--- config.mk ---
export PLATFORM = sky130hd
export DESIGN_NAME = maj3
export DESIGN_NICKNAME = d
export VERILOG_FILES = /design/src/rtl/maj3_pkg.sv /design/src/rtl/maj3_bit.sv /design/src/rtl/maj3.sv
export SDC_FILE = /design/constraint.sdc
export NUM_CORES = 1
export LEC_CHECK = 0
export ABC_CLOCK_PERIOD_IN_PS = 1100
export CAP_MARGIN = 15
export CELL_PAD_IN_SITES_DETAIL_PLACEMENT = 0
export CELL_PAD_IN_SITES_GLOBAL_PLACEMENT = 1
export CORE_AREA = 2 2 39 41
export CTS_BUF_LIST = sky130_fd_sc_hd__clkbuf_16
export CTS_CLUSTER_DIAMETER = 100
export DETAILED_ROUTE_END_ITERATION = 10
export DIE_AREA = 0 0 41 43
export PLACE_DENSITY_LB_ADDON = 0.05
export SLEW_MARGIN = 20
export SYNTH_ARGS = -nofsm -noshare
export SYNTH_HDL_FRONTEND = slang
export SYNTH_SLANG_ARGS = --single-unit
--- constraint.sdc ---
create_clock -name clk -period 1.1 [get_ports clk]
set_clock_uncertainty 0.15 [all_clocks]
set_input_delay 0.22 -clock clk [delete_from_list [all_inputs] [get_ports clk]]
set_output_delay 0.22 -clock clk [all_outputs]
set_load 0.01 [all_outputs]
--- src/rtl/maj3_pkg.sv ---
// Shared constants and types for the maj3 bitwise majority voter.
package maj3_pkg;

    localparam int MAJ3_WIDTH_DEFAULT = 1;
    localparam int MAJ3_WIDTH_MAX     = 64;

    // Bit k inverts operand k (0=A, 1=B, 2=C) ahead of the vote.
    typedef logic [2:0] inv_mask_t;

endpackage

--- src/rtl/maj3_bit.sv ---
// One-bit majority and unanimity cell; maj3 instantiates one per operand bit.
module maj3_bit
    import maj3_pkg::*;
(
    input  logic a,
    input  logic b,
    input  logic c,
    output logic maj,
    output logic unanimous
);

    always_comb begin
        maj       = (a & b) | (a & c) | (b & c);
        unanimous = ~(a ^ b) & ~(b ^ c);
    end

endmodule

--- src/rtl/maj3.sv ---
// WIDTH-bit three-input majority voter with an optional output register.
// Defining MAJ3_INV_EN adds the 3-bit inv port for per-operand inversion.
module maj3
    import maj3_pkg::*;
#(
    parameter int WIDTH   = MAJ3_WIDTH_DEFAULT,
    parameter int REG_OUT = 0
) (
    input  logic             clk,
    input  logic             rst_n,
    input  logic [WIDTH-1:0] A,
    input  logic [WIDTH-1:0] B,
    input  logic [WIDTH-1:0] C,
    input  logic             in_valid,
    output logic [WIDTH-1:0] Y,
    output logic [WIDTH-1:0] Y_q,
    output logic             out_valid,
    output logic [WIDTH-1:0] unanimous
`ifdef MAJ3_INV_EN
    ,
    input  inv_mask_t        inv
`endif
);

    logic [WIDTH-1:0] a_eff;
    logic [WIDTH-1:0] b_eff;
    logic [WIDTH-1:0] c_eff;
    logic [WIDTH-1:0] maj_vec;
    logic [WIDTH-1:0] res_d;
    logic [WIDTH-1:0] res_q;
    logic             vld_d;
    logic             vld_q;

    always_comb begin
`ifdef MAJ3_INV_EN
        a_eff = A ^ {WIDTH{inv[0]}};
        b_eff = B ^ {WIDTH{inv[1]}};
        c_eff = C ^ {WIDTH{inv[2]}};
`else
        a_eff = A;
        b_eff = B;
        c_eff = C;
`endif
    end

    for (genvar i = 0; i < WIDTH; i++) begin : g_bit
        maj3_bit u_bit (
            .a         (a_eff[i]),
            .b         (b_eff[i]),
            .c         (c_eff[i]),
            .maj       (maj_vec[i]),
            .unanimous (unanimous[i])
        );
    end

    // in_valid/out_valid: every edge with in_valid=1 captures a result and
    // raises out_valid for the following cycle only; there is no ready, so
    // the consumer must take Y_q in the cycle out_valid is high.
    always_comb begin
        res_d = res_q;
        vld_d = 1'b0;
        if (in_valid) begin
            res_d = maj_vec;
            vld_d = 1'b1;
        end
    end

    always_ff @(posedge clk) begin
        if (!rst_n) begin
            res_q <= '0;
            vld_q <= 1'b0;
        end else begin
            res_q <= res_d;
            vld_q <= vld_d;
        end
    end

    assign Y_q       = res_q;
    assign out_valid = vld_q;

    if (REG_OUT != 0) begin : g_y_reg
        assign Y = res_q;
    end else begin : g_y_comb
        assign Y = maj_vec;
    end

endmodule

== Word level (Yosys, flattened, before mapping) ==
Cells that the tools add are included.
Word-level totals
  register bits: 2
  output and inout bits: 4
  logic and storage cells: 13
Cells by class
  multiplexer cells: 1
  bitwise gates (word level): 10
Operator list (number)
  $and A1 B1 Y1: 4
  $not A1 Y1: 2
  $or A1 B1 Y1: 2
  $xor A1 B1 Y1: 2
  $mux W1: 1

== Longest topological paths before layout ==
Gate-level depths: netlist of run 1.
  depth in word-level cells: 3
  mapped depth: 3
  depth with buffers taken out: 3

== Modules after synthesis ==
A second synthesis of run 1 with hierarchy kept.
Unflattened totals
  cell total of the unflattened synthesis: 9
  area, all modules: 101.3 µm²
By module, submodules not included
  maj3: instances 1, cells an instance 5, area an instance 63.8 µm²
  maj3_bit: instances 1, cells an instance 4, area an instance 37.5 µm²

== Worst setup path before layout of run 1 ==
Ideal clock, no wire load.
  path type: input to output
  from: input A
  to: output Y
  arrival: 706 ps
  path slack: 24 ps
  stages: 3
  path buffers: 0
  path through: ha_1 -> a211oi_2 -> inv_1
On the way
  cells in the longest elaborated chain, start to end: 3
  elaborated cells on any way between the ends: 4
RTL lines
  from (decl): line maj3.sv:11  | input logic [WIDTH-1:0] A,
  $and A1 B1 Y1: line maj3_bit.sv:13  | maj = (a & b) | (a & c) | (b & c);
  $or A1 B1 Y1 (*) (2 in series): line maj3_bit.sv:13
  to (decl): line maj3.sv:15  | output logic [WIDTH-1:0] Y,
Every way passes the cells marked *; elsewhere a longest branch is shown, timed or not.

== Final worst setup path of run 1 ==
  from: input B
  to: output Y
On the way
  cells in the longest elaborated chain, start to end: 3
  elaborated cells on any way between the ends: 4
RTL lines
  from (decl): line maj3.sv:12  | input logic [WIDTH-1:0] B,
  $and A1 B1 Y1: line maj3_bit.sv:13
  $or A1 B1 Y1: line maj3_bit.sv:13
  $or A1 B1 Y1 (*): line maj3_bit.sv:13
Marked as above.

==> results of run 1 <==
-- cell type report --
class	instances	area, um^2	area share, %
clock buffers	3	75.1	22.1
well taps	16	20.0	5.90
inverters	1	3.75	1.11
multi-input cells	7	97.6	28.8
repair buffers	11	103	30.3
flip-flops and latches	2	40.0	11.8
-- power breakdown --
group | total (mW) | leakage, nW | switching, mW | internal, mW
logic | 0.0974 | 0.0898 | 0.0367 | 0.0607
registers | 0.0795 | 0.0167 | 0.00145 | 0.0780
clock network | 0.541 | 0.0370 | 0.0785 | 0.462
total | 0.717 | 0.143 | 0.117 | 0.601
-- placed cells by master (no fill, tap or decap) --
| cell | count |
|---|---|
| sky130_fd_sc_hd__ha_4 | 2 |
| sky130_fd_sc_hd__buf_8 | 2 |
| sky130_fd_sc_hd__buf_4 | 2 |
| sky130_fd_sc_hd__buf_6 | 2 |
| sky130_fd_sc_hd__o21ai_0 | 1 |
| sky130_fd_sc_hd__buf_2 | 3 |
| sky130_fd_sc_hd__dfxtp_1 | 2 |
| sky130_fd_sc_hd__and2_1 | 1 |
| sky130_fd_sc_hd__a211oi_4 | 1 |
| sky130_fd_sc_hd__inv_1 | 1 |
| sky130_fd_sc_hd__clkdlybuf4s50_1 | 2 |
| sky130_fd_sc_hd__a21oi_1 | 1 |
| sky130_fd_sc_hd__clkbuf_16 | 3 |
| sky130_fd_sc_hd__nor2_4 | 1 |
-- cells by family (layout without fill, tap and decap cells) --
family / after synthesis / in the layout
buf+inv: 1 / 15
simple gates: 2 / 2
fa+ha+maj: 2 / 2
compound gates: 3 / 3
flops: 2 / 2
-- flip-flops by register name (all words and copies together), names as in the netlist --
| name | cells |
|---|---|
| out_valid | 1 |
| Y_q | 1 |
-- timing repair --
action / 4_1_cts / 5_1_grt
setup buffers: 0 / 0
gates resized for setup: 41 / 3
pin swaps: 4 / 1
endpoints found under the setup margin: 5 / 2
gates cloned: 0 / 0
-- synthesized netlist by cell type --
| master | number | area share, % |
|---|---|---|
| sky130_fd_sc_hd__a211oi_2 | 1 | 12 |
| sky130_fd_sc_hd__a21oi_1 | 1 | 4.9 |
| sky130_fd_sc_hd__and2_1 | 1 | 6.2 |
| sky130_fd_sc_hd__dfxtp_1 | 2 | 40 |
| sky130_fd_sc_hd__ha_1 | 2 | 25 |
| sky130_fd_sc_hd__inv_1 | 1 | 3.7 |
| sky130_fd_sc_hd__nor2_1 | 1 | 3.7 |
| sky130_fd_sc_hd__o21ai_0 | 1 | 4.9 |
-- routing by layer --
| metal | track usage (%) | wire length [um] |
|---|---|---|
| met5 | 0 | 0 |
| met4 | 6.00 | 0 |
| met3 | 8.90 | 62 |
| met2 | 5.00 | 124 |
| met1 | 6.71 | 159 |
-- metrics by stage --
stage | power, mW | worst slack [ns] | TNS, ns
detailed placement | 0.156 | -0.955 | -2.54
global placement | 0.157 | -0.971 | -2.58
global route | 0.748 | -0.211 | -0.255
CTS | 0.716 | -0.180 | -0.227
floorplan | 0.102 | 0.0245 | 0
finish | 0.717 | -0.168 | -0.190
-- worst max path at each step --
stage	from	endpoint	cells past startpoint
after floorplan	A	Y	3
after global placement	A	Y	5
after detailed placement	A	Y	5
after CTS	B	Y	5
after global routing	B	Y	5
final	B	Y	5
-- worst min-delay path: stages --
cell and delay (ns):
sky130_fd_sc_hd__buf_6 0.09, sky130_fd_sc_hd__a211oi_4 0.06, sky130_fd_sc_hd__buf_4 0.12, sky130_fd_sc_hd__a21oi_1 0.12
==> impl_metrics.py, run 1 <==
metrics = {
    "clock_tree": {
        "clk_latency_ns": 0.22,
        "cts_made_buffers": 3,
        "cts.sinks": 2,
        "clk_transition_reported_paths_ns": 0.03,
        "cts_htree_levels": 1,
        "cts_tree": "done",
        "cts.hold.buffers_added": 0,
        "cts.root.buffer_cell": "sky130_fd_sc_hd__clkbuf_16",
        "clock_path_buffers": 2,
    },
    "timing": {
        "finalHoldWorstSlack_ns": 0.278,
        "timing.final.hold_violations": 0,
        "report.final.slew_viol_count": 0,
        "fmax_mhz": 789,
        "timing.final.setup_violations": 2,
        "worst_pin_slew_ns": 0.201,
        "rsz_0062_raised_after_global_routing": "yes",
        "setup_slack_ns": -0.168,
        "layout_min_cycle_time_ns": 1.27,
        "fin_crit_sh_pct": 115,
        "max-slew-margin-rel_pct": 86.5,
    },
    "layout": {
        "filler_cell_count": 141,
        "areaGrowthSynthToFinish_pct": 235,
        "insertedDiodeCount": 0,
        "share_of_post_route_cells_with_drive_strength_above_1_pct": 66.7,
        "finalCoreUtilization_pct": 24.5,
        "number_of_nets_in_the_final_layout": 34,
        "final_cell_area_um2": 339,
        "fin_cells": 40,
    },
    "power_and_ir_drop": {
        "ir_worst_vdd_mv": 0.477,
        "power.density_nw_per_um2": 2120,
        "total_leakage_power_nw": 0.143,
    },
    "placed_design": {
        "postPlaceCellArea_um2": 226,
        "portbufs": 9,
        "cells_after_dpl": 37,
        "gpl.final_weighted_congestion": 0.538,
    },
    "setup_path": {
        "crit_fanout": 2,
        "rr_startpoint": "Y_q$_SDFFE_PN0P_",
        "cpLargestDelayFamily": "buffers and inverters",
        "criticalPathCategory": "in -> out",
        "cpMaxStageDelayCell": "sky130_fd_sc_hd__a211oi_4",
        "cp-start-kind": "primary input",
        "cp.arrival_ns": 0.90,
        "r2r_slack_ns": 0.33,
        "critical_path.n_buffers_inverters": 3,
        "critPathCaptureType": "primary output",
        "maximum_single_stage_delay_on_the_critical_path_ns": 0.23,
        "path_cells": "buf_8 -> ha_4 -> a211oi_4 -> inv_1 -> buf_2",
        "r2r_worst_path_depth": 2,
        "worst_r2r_endpoint": "Y_q$_SDFFE_PN0P_",
        "timing.critical_path.required_ns": 0.73,
    },
    "global_route": {
        "grt_pass1_wl_um": 600,
        "grtUsageTotal_pct": 6.31,
        "grt_overflow": 0,
        "grt_pass1_vias": 137,
        "grt_start_max_net_pins": 4,
        "grt_antenna_before_repair": 0,
    },
    "run_status": {
        "outcome": "complete, but fails checks",
        "failed_checks": "negative setup slack",
    },
    "route": {
        "wl_per_cell_um": 8.65,
        "detailedRoute.firstIterationViolations": 5,
        "vias_per_cell": 3.10,
        "detail_route.drc_violations": 0,
        "drt-total-wl_um": 346,
        "antenna_left": 0,
        "dr.pass1.iters": 2,
        "via_count": 124,
    },
    "die": {
        "floorplan.die.width_um": 41,
        "ioPinCount": 10,
        "rows": 14,
        "start_util_pct": 7.32,
        "fp.dieArea_um2": 1760,
        "core-area_um2": 1380,
        "die_h_um": 43,
    },
    "synthesis": {
        "synth.cell_area_um2": 101,
        "synth_xor_xnor_area_share_pct": 0,
        "simple_gate_share_of_the_synthesized_area_pct": 9.88,
        "synth_area_per_cell_um2": 10.1,
        "ys_types": 8,
        "synthCells": 10,
        "synth-compound-area-share_pct": 22.2,
        "ys.warnings.count": 0,
        "sequential_element_share_of_the_synthesized_area_pct": 39.5,
        "combinational_family_with_the_most_area_after_synthesis": "adder cells",
        "ys_seq_elements": 2,
        "synth.net_count": 18,
        "synth.area.mux_share_pct": 0,
        "synth_fa_ha_area_share_pct": 24.7,
    },
    "hold_path": {
        "holdCritPathClass": "in -> reg",
        "min_to": "Y_q$_SDFFE_PN0P_",
        "min-delay-start": "A",
        "worst_hold_depth": 4,
    },
    "job": {
        "timing.max_cap.violations": 0,
    },
}
Power figures use the tool's default switching activity.
==> run 2: changes to the inputs <==
--- a/config.mk
+++ b/config.mk
@@ -6,7 +6,6 @@
 export NUM_CORES = 1
 export LEC_CHECK = 0
 export ABC_CLOCK_PERIOD_IN_PS = 1100
-export CAP_MARGIN = 15
 export CELL_PAD_IN_SITES_DETAIL_PLACEMENT = 0
 export CELL_PAD_IN_SITES_GLOBAL_PLACEMENT = 1
 export CORE_AREA = 2 2 39 41
==> results of run 2 <==
No change in the layout: final DEF, timing and power equal those of run 1.
==> edit 1 (settings of run 1) <==
Register the output `unanimous`, with the module's reset; this adds one clock of latency there. The other outputs are not delayed to match.
--- a/src/rtl/maj3.sv
+++ b/src/rtl/maj3.sv
@@ -22,4 +22,6 @@
 `endif
 );
+
+    logic [WIDTH-1:0] unanimous_d;
 
     logic [WIDTH-1:0] a_eff;
@@ -50,5 +52,5 @@
             .c         (c_eff[i]),
             .maj       (maj_vec[i]),
-            .unanimous (unanimous[i])
+            .unanimous (unanimous_d[i])
         );
     end
@@ -85,4 +87,12 @@
     end
 
+    always_ff @(posedge clk) begin
+        if (!rst_n) begin
+            unanimous <= '0;
+        end else begin
+            unanimous <= unanimous_d;
+        end
+    end
+
 endmodule
 
Function: changed (a bounded check fails within 4 cycles, from zero or initial values and one cycle with rst_n low).
==> edit 1 against run 1 <==
- utilization increased by 1.5 points
- setup slack improved by 0.011 ns
- largest cell class unchanged
- wire length increased by 14%
- area after synthesis increased by 23%
- sequential cell count increased by 1
- the run still ends with negative setup slack left
- cell area increased by 6.3%
- highest routed layer unchanged
- register-to-register slack got worse by 0.04 ns
- total power increased by 7.5%
==> edit 1: results (changes against run 1) <==
status finished, violations left; failing checks negative setup slack; HP Class in2reg; CP startpoint A; worst skew pair latency 0.22 ns (about the same); r2r startpoint Y_q; vias 142 (+15%); XOR/XNOR share of the synthesized area 0 (unchanged); initial antenna violation count 0 (unchanged); Leakage Power 0.000156 µW (+8.6%); Post-synth top cells dfxtp_1 (3), ha_1 (2); gpl congestion 0.519 (-3.5%); Placed Instance Area 243 µm² (+7.2%); worst-case clock buffer depth 2 (unchanged); worst-path fanout max 2 (unchanged); H-tree depth 1 (unchanged); adder-cell area share of the yosys netlist 0.200 (-0.0469); first-pass GRT wire length 627 µm (+4.5%); clock slew at reported path FFs 0.03 ns (about the same); R2R Setup Slk 0.29 ns (-0.04 ns); clk root buf clkbuf_16; Seq/Total Area, Yosys 0.480 (+0.0849); post-synthesis async set-or-reset flop share 0 (unchanged); HP Start B; compound-cell area share of the yosys netlist 0.180 (-0.0422); Final setup viols 1 (-1); Synth top area share 0.480 (+0.0849); net count reported at finish 35 (+2.9%); post-detailed-route wirelength per cell 9.36 µm (+8.2%); Synth cell types 8 (unchanged); share of post-route cells with drive strength above 1 0.615 (-0.0513); Place WS -0.951 ns (+0.00389 ns); largest net degree at the start of global routing 4 (unchanged); PnR worst setup slack -0.157 ns (+0.0112 ns); WHS 0.126 ns (-0.152 ns); Net Count, Synth 19 (+1); drt pass-1 iters 1 (-1); IO Port Bufs 9 (unchanged); DR iter-0 viols 0 (-5); fraction of synthesized area in multiplexers 0 (unchanged); TNS Setup -0.157 ns (+0.0339 ns); Max-slew headroom 0.863 (-0.00234); total track usage 0.0581 (-0.00501); total CTS buffers 3 (unchanged); vias in the first global route 147 (+7.3%); VDD IR-drop max 0.00103 V (+120%); Detail Placement HPWL around 260 µm; # diodes 0 (unchanged); Area contributors post-synth dfxtp_1 (48%), ha_1 (20%), a211oi_2 (10%); Ys Warns 0 (unchanged)
-- edit 1: cell count changes after synthesis --
cell     before  now
dfxtp_1       2    3
nor2_1        1    0
nor3b_1       0    1
-- edit 1: logic make-up after synthesis --
family,Yosys count
AO/OA/AOI/OAI,3
adder cells (fa/ha/maj),2
buffers and inverters,1
flip-flops,3
AND/OR/NAND/NOR,2
-- edit 1: final timing paths --
| check | endpoint | cells past startpoint |
|---|---|---|
| setup / recovery | Y | 5 |
| hold / removal | unanimous | 3 |
| setup reg to reg | Y_q | 2 |
| hold reg to reg | Y_q | 2 |
-- edit 1: cell type report --
class	count	area, µm²
Clock buffer	3	75.1
Clock inverter	1	3.75
Fill cell	151	1020
Inverter	1	3.75
Multi-Input combinational cell	7	97.6
Sequential cell	3	60.1
Tap cell	16	20.0
Timing Repair Buffer	11	100
-- edit 1: worst max-delay path, cell delays in order --
cell and delay, ns:
buf_8 0.10, ha_4 0.15, a211oi_4 0.22, inv_1 0.05, buf_2 0.14
-- edit 1: what timing repair did --
action | in CTS | in global routing
gates cloned | 0 | 0
pin swaps | 4 | 2
gates resized for setup | 40 | 4
setup endpoints to repair | 6 | 2
setup buffers | 51 | 1
-- edit 1: power breakdown --
part,switching [µW],internal [µW]
sequential,1.83,117
combinational,34.2,54.0
clock,95.7,468
total,132,639
-- edit 1: through the flow --
step | cells | utilization
4_1_cts | 43 | 0.256
3_5_place_dp | 37 | 0.175
3_3_place_gp | 37 | 0.175
2_1_floorplan | 11 | -
5_1_grt | 42 | 0.260
6_report | 42 | 0.260
-- edit 1: metal layers --
layer / GRT usage / wire length, µm / vias to the layer above
met5: 0 / 0 / -
met4: 0 / 0 / 0
met3: 0.0681 / 72 / 0
met2: 0.0813 / 171 / 9
met1: 0.0607 / 149 / 65
li1: - / - / 68
==> edit 2 (config.mk and constraints of run 1) <==
Made on the original files. The option `MAJ3_INV_EN` is turned on by a define.
--- a/src/rtl/maj3.sv
+++ b/src/rtl/maj3.sv
@@ -1,4 +1,6 @@
 // WIDTH-bit three-input majority voter with an optional output register.
 // Defining MAJ3_INV_EN adds the 3-bit inv port for per-operand inversion.
+`define MAJ3_INV_EN
+
 module maj3
     import maj3_pkg::*;
Interface: changed (added inv); port bits go from 10 to 13. No check against the original RTL was run, so the function may have changed too.
==> edit 2 against run 1 <==
- the run still ends with negative setup slack left
- setup slack worse by 0.19 ns
- worst hold slack better by 0.12 ns
- largest cell class is now multi-input gates
- clock power about the same
- total power up 13%
- sequential share of layout area down 2.8 points
- area after synthesis up 37%
- wire length up 8.1%
- cell area up 31%
- sequential cell count unchanged
- first-iteration DRC count down 100%
==> edit 2: results (changes against run 1) <==
total track usage 0.0572 (-0.00595); first-pass GRT wire length 593 µm (-1.2%); Seq/Total Area, Yosys 0.288 (-0.107); Leakage Power 0.000182 µW (+27%); routed wl met3 48 µm (-23%); post-detailed-route wirelength per cell 7.96 µm (-8.0%); HP Class reg2reg; prevailing post-synth register cell dfxtp_1; Mean Syn Cell Area 10.7 µm² (+5.4%); net count reported at finish 44 (+29%); R2R Setup Slk 0.30 ns (-0.03 ns); Placed Instance Area 359 µm² (+59%); vias in the first global route 169 (+23%); DR top layer met3; Ys Warns 0 (unchanged); hold worst-path end Y_q; R2R cell count 2 (unchanged); TNS Setup -0.606 ns (-0.416 ns); worst-path fanout max 2 (unchanged); r2r startpoint Y_q; PnR worst setup slack -0.353 ns (-0.185 ns); gpl congestion 0.572 (+6.4%); worst-case clock buffer depth 2 (unchanged); met1 WL 122 µm (-23%); H-tree depth 1 (unchanged); worst hold stages 2 (-2); failing checks negative setup slack; drt pass-1 iters 1 (-1); share of post-route cells with drive strength above 1 0.774 (+0.108); clock slew at reported path FFs 0.03 ns (about the same); clk root buf clkbuf_16; worst skew pair latency 0.22 ns (about the same); Finished Layout Cells 47 (+18%); routed vias/inst 3.28 (+5.7%); post-synthesis async set-or-reset flop share 0 (unchanged); IO Port Bufs 12 (+3); initial antenna violation count 0 (unchanged); largest net degree at the start of global routing 4 (unchanged); Final setup viols 3 (+1); worst path arrival time 1.08 ns (+0.18 ns); reg2reg end Y_q; status finished, violations left; WL met2 203 µm (+64%); Net Count, Synth 24 (+6); VDD IR-drop max 0.000750 V (+57%); Post-synth top cells dfxtp_1 (2), ha_1 (2), xor2_1 (2); WHS 0.397 ns (+0.119 ns); Area contributors post-synth dfxtp_1 (29%), ha_1 (18%), xor2_1 (13%); DR iter-0 viols 0 (-5); total CTS buffers 3 (unchanged); Synth cell types 10 (+2); HP Start Y_q; Least-Margin Pin Slew 0.197 ns (-0.00490 ns); # diodes 0 (unchanged)
## edit 2: cell types whose count changed in the layout (fill, tap and decap cells not counted), sizes merged
cell         run 1  this run
xor2             0         3
buf              9        13
## edit 2: cells by family after synthesis
group / count (synthesis) / share of synthesized area
adders and majority gates: 2 / 0.180
buffers and inverters: 1 / 0.0270
xor gates and xnor gates: 3 / 0.243
DFF: 2 / 0.288
and+or+nand+nor: 2 / 0.0721
AOI/OAI and AO/OA: 3 / 0.189
## edit 2: where the power goes
| part | switching, µW | leakage, µW | total (µW) | internal, µW |
|---|---|---|---|---|
| registers | 1.84 | 0.0000167 | 80.5 | 78.7 |
| logic | 78.2 | 0.000129 | 192 | 114 |
| clock network | 76.9 | 0.0000370 | 539 | 462 |
## edit 2: worst max-delay path, cell delays in order
cell,delay (ns)
buf_8,0.10
xor2_4,0.19
ha_4,0.16
a211oi_2,0.22
inv_1,0.06
buf_2,0.13
## edit 2: how the worst max path moves through the flow
| stage | slack (ns) | endpoint | from |
|---|---|---|---|
| finish | -0.35 | Y | B |
| global placement | -1.18 | unanimous | inv[1] |
| detailed placement | -1.17 | unanimous | inv[1] |
| CTS | -0.37 | Y | B |
| global route | -0.40 | Y | B |
| floorplan | -0.15 | Y | inv[2] |
## edit 2: layer usage
metal / vias up / track usage
li1: 77 / -
met1: 69 / 0.0417
met2: 8 / 0.0813
met3: 0 / 0.0314
met4: 0 / 0.0800
met5: - / 0
## edit 2: final cells by class
| cell class | instances | area [µm²] |
|---|---|---|
| multi-input cells | 10 | 176 |
| clock buffers | 3 | 75.1 |
| well taps | 16 | 20.0 |
| fillers | 150 | 938 |
| repair buffers | 15 | 130 |
| flip-flops and latches | 2 | 40.0 |
| inverters | 1 | 3.75 |
## edit 2: stage by stage
stage / setup WS [ns] / utilization
finish: -0.353 / 0.322
global route: -0.397 / 0.322
CTS: -0.369 / 0.313
detailed placement: -1.17 / 0.259
global placement: -1.18 / 0.259
floorplan: -0.152 / -
## edit 2: what timing repair did
action / 4_1_cts / 5_1_grt
pin swaps: 5 / 0
endpoints found under the hold margin: 0 / 0
setup endpoints to repair: 5 / 4
setup buffers: 1 / 0
gates resized for setup: 47 / 6
hold buffers: 0 / 0
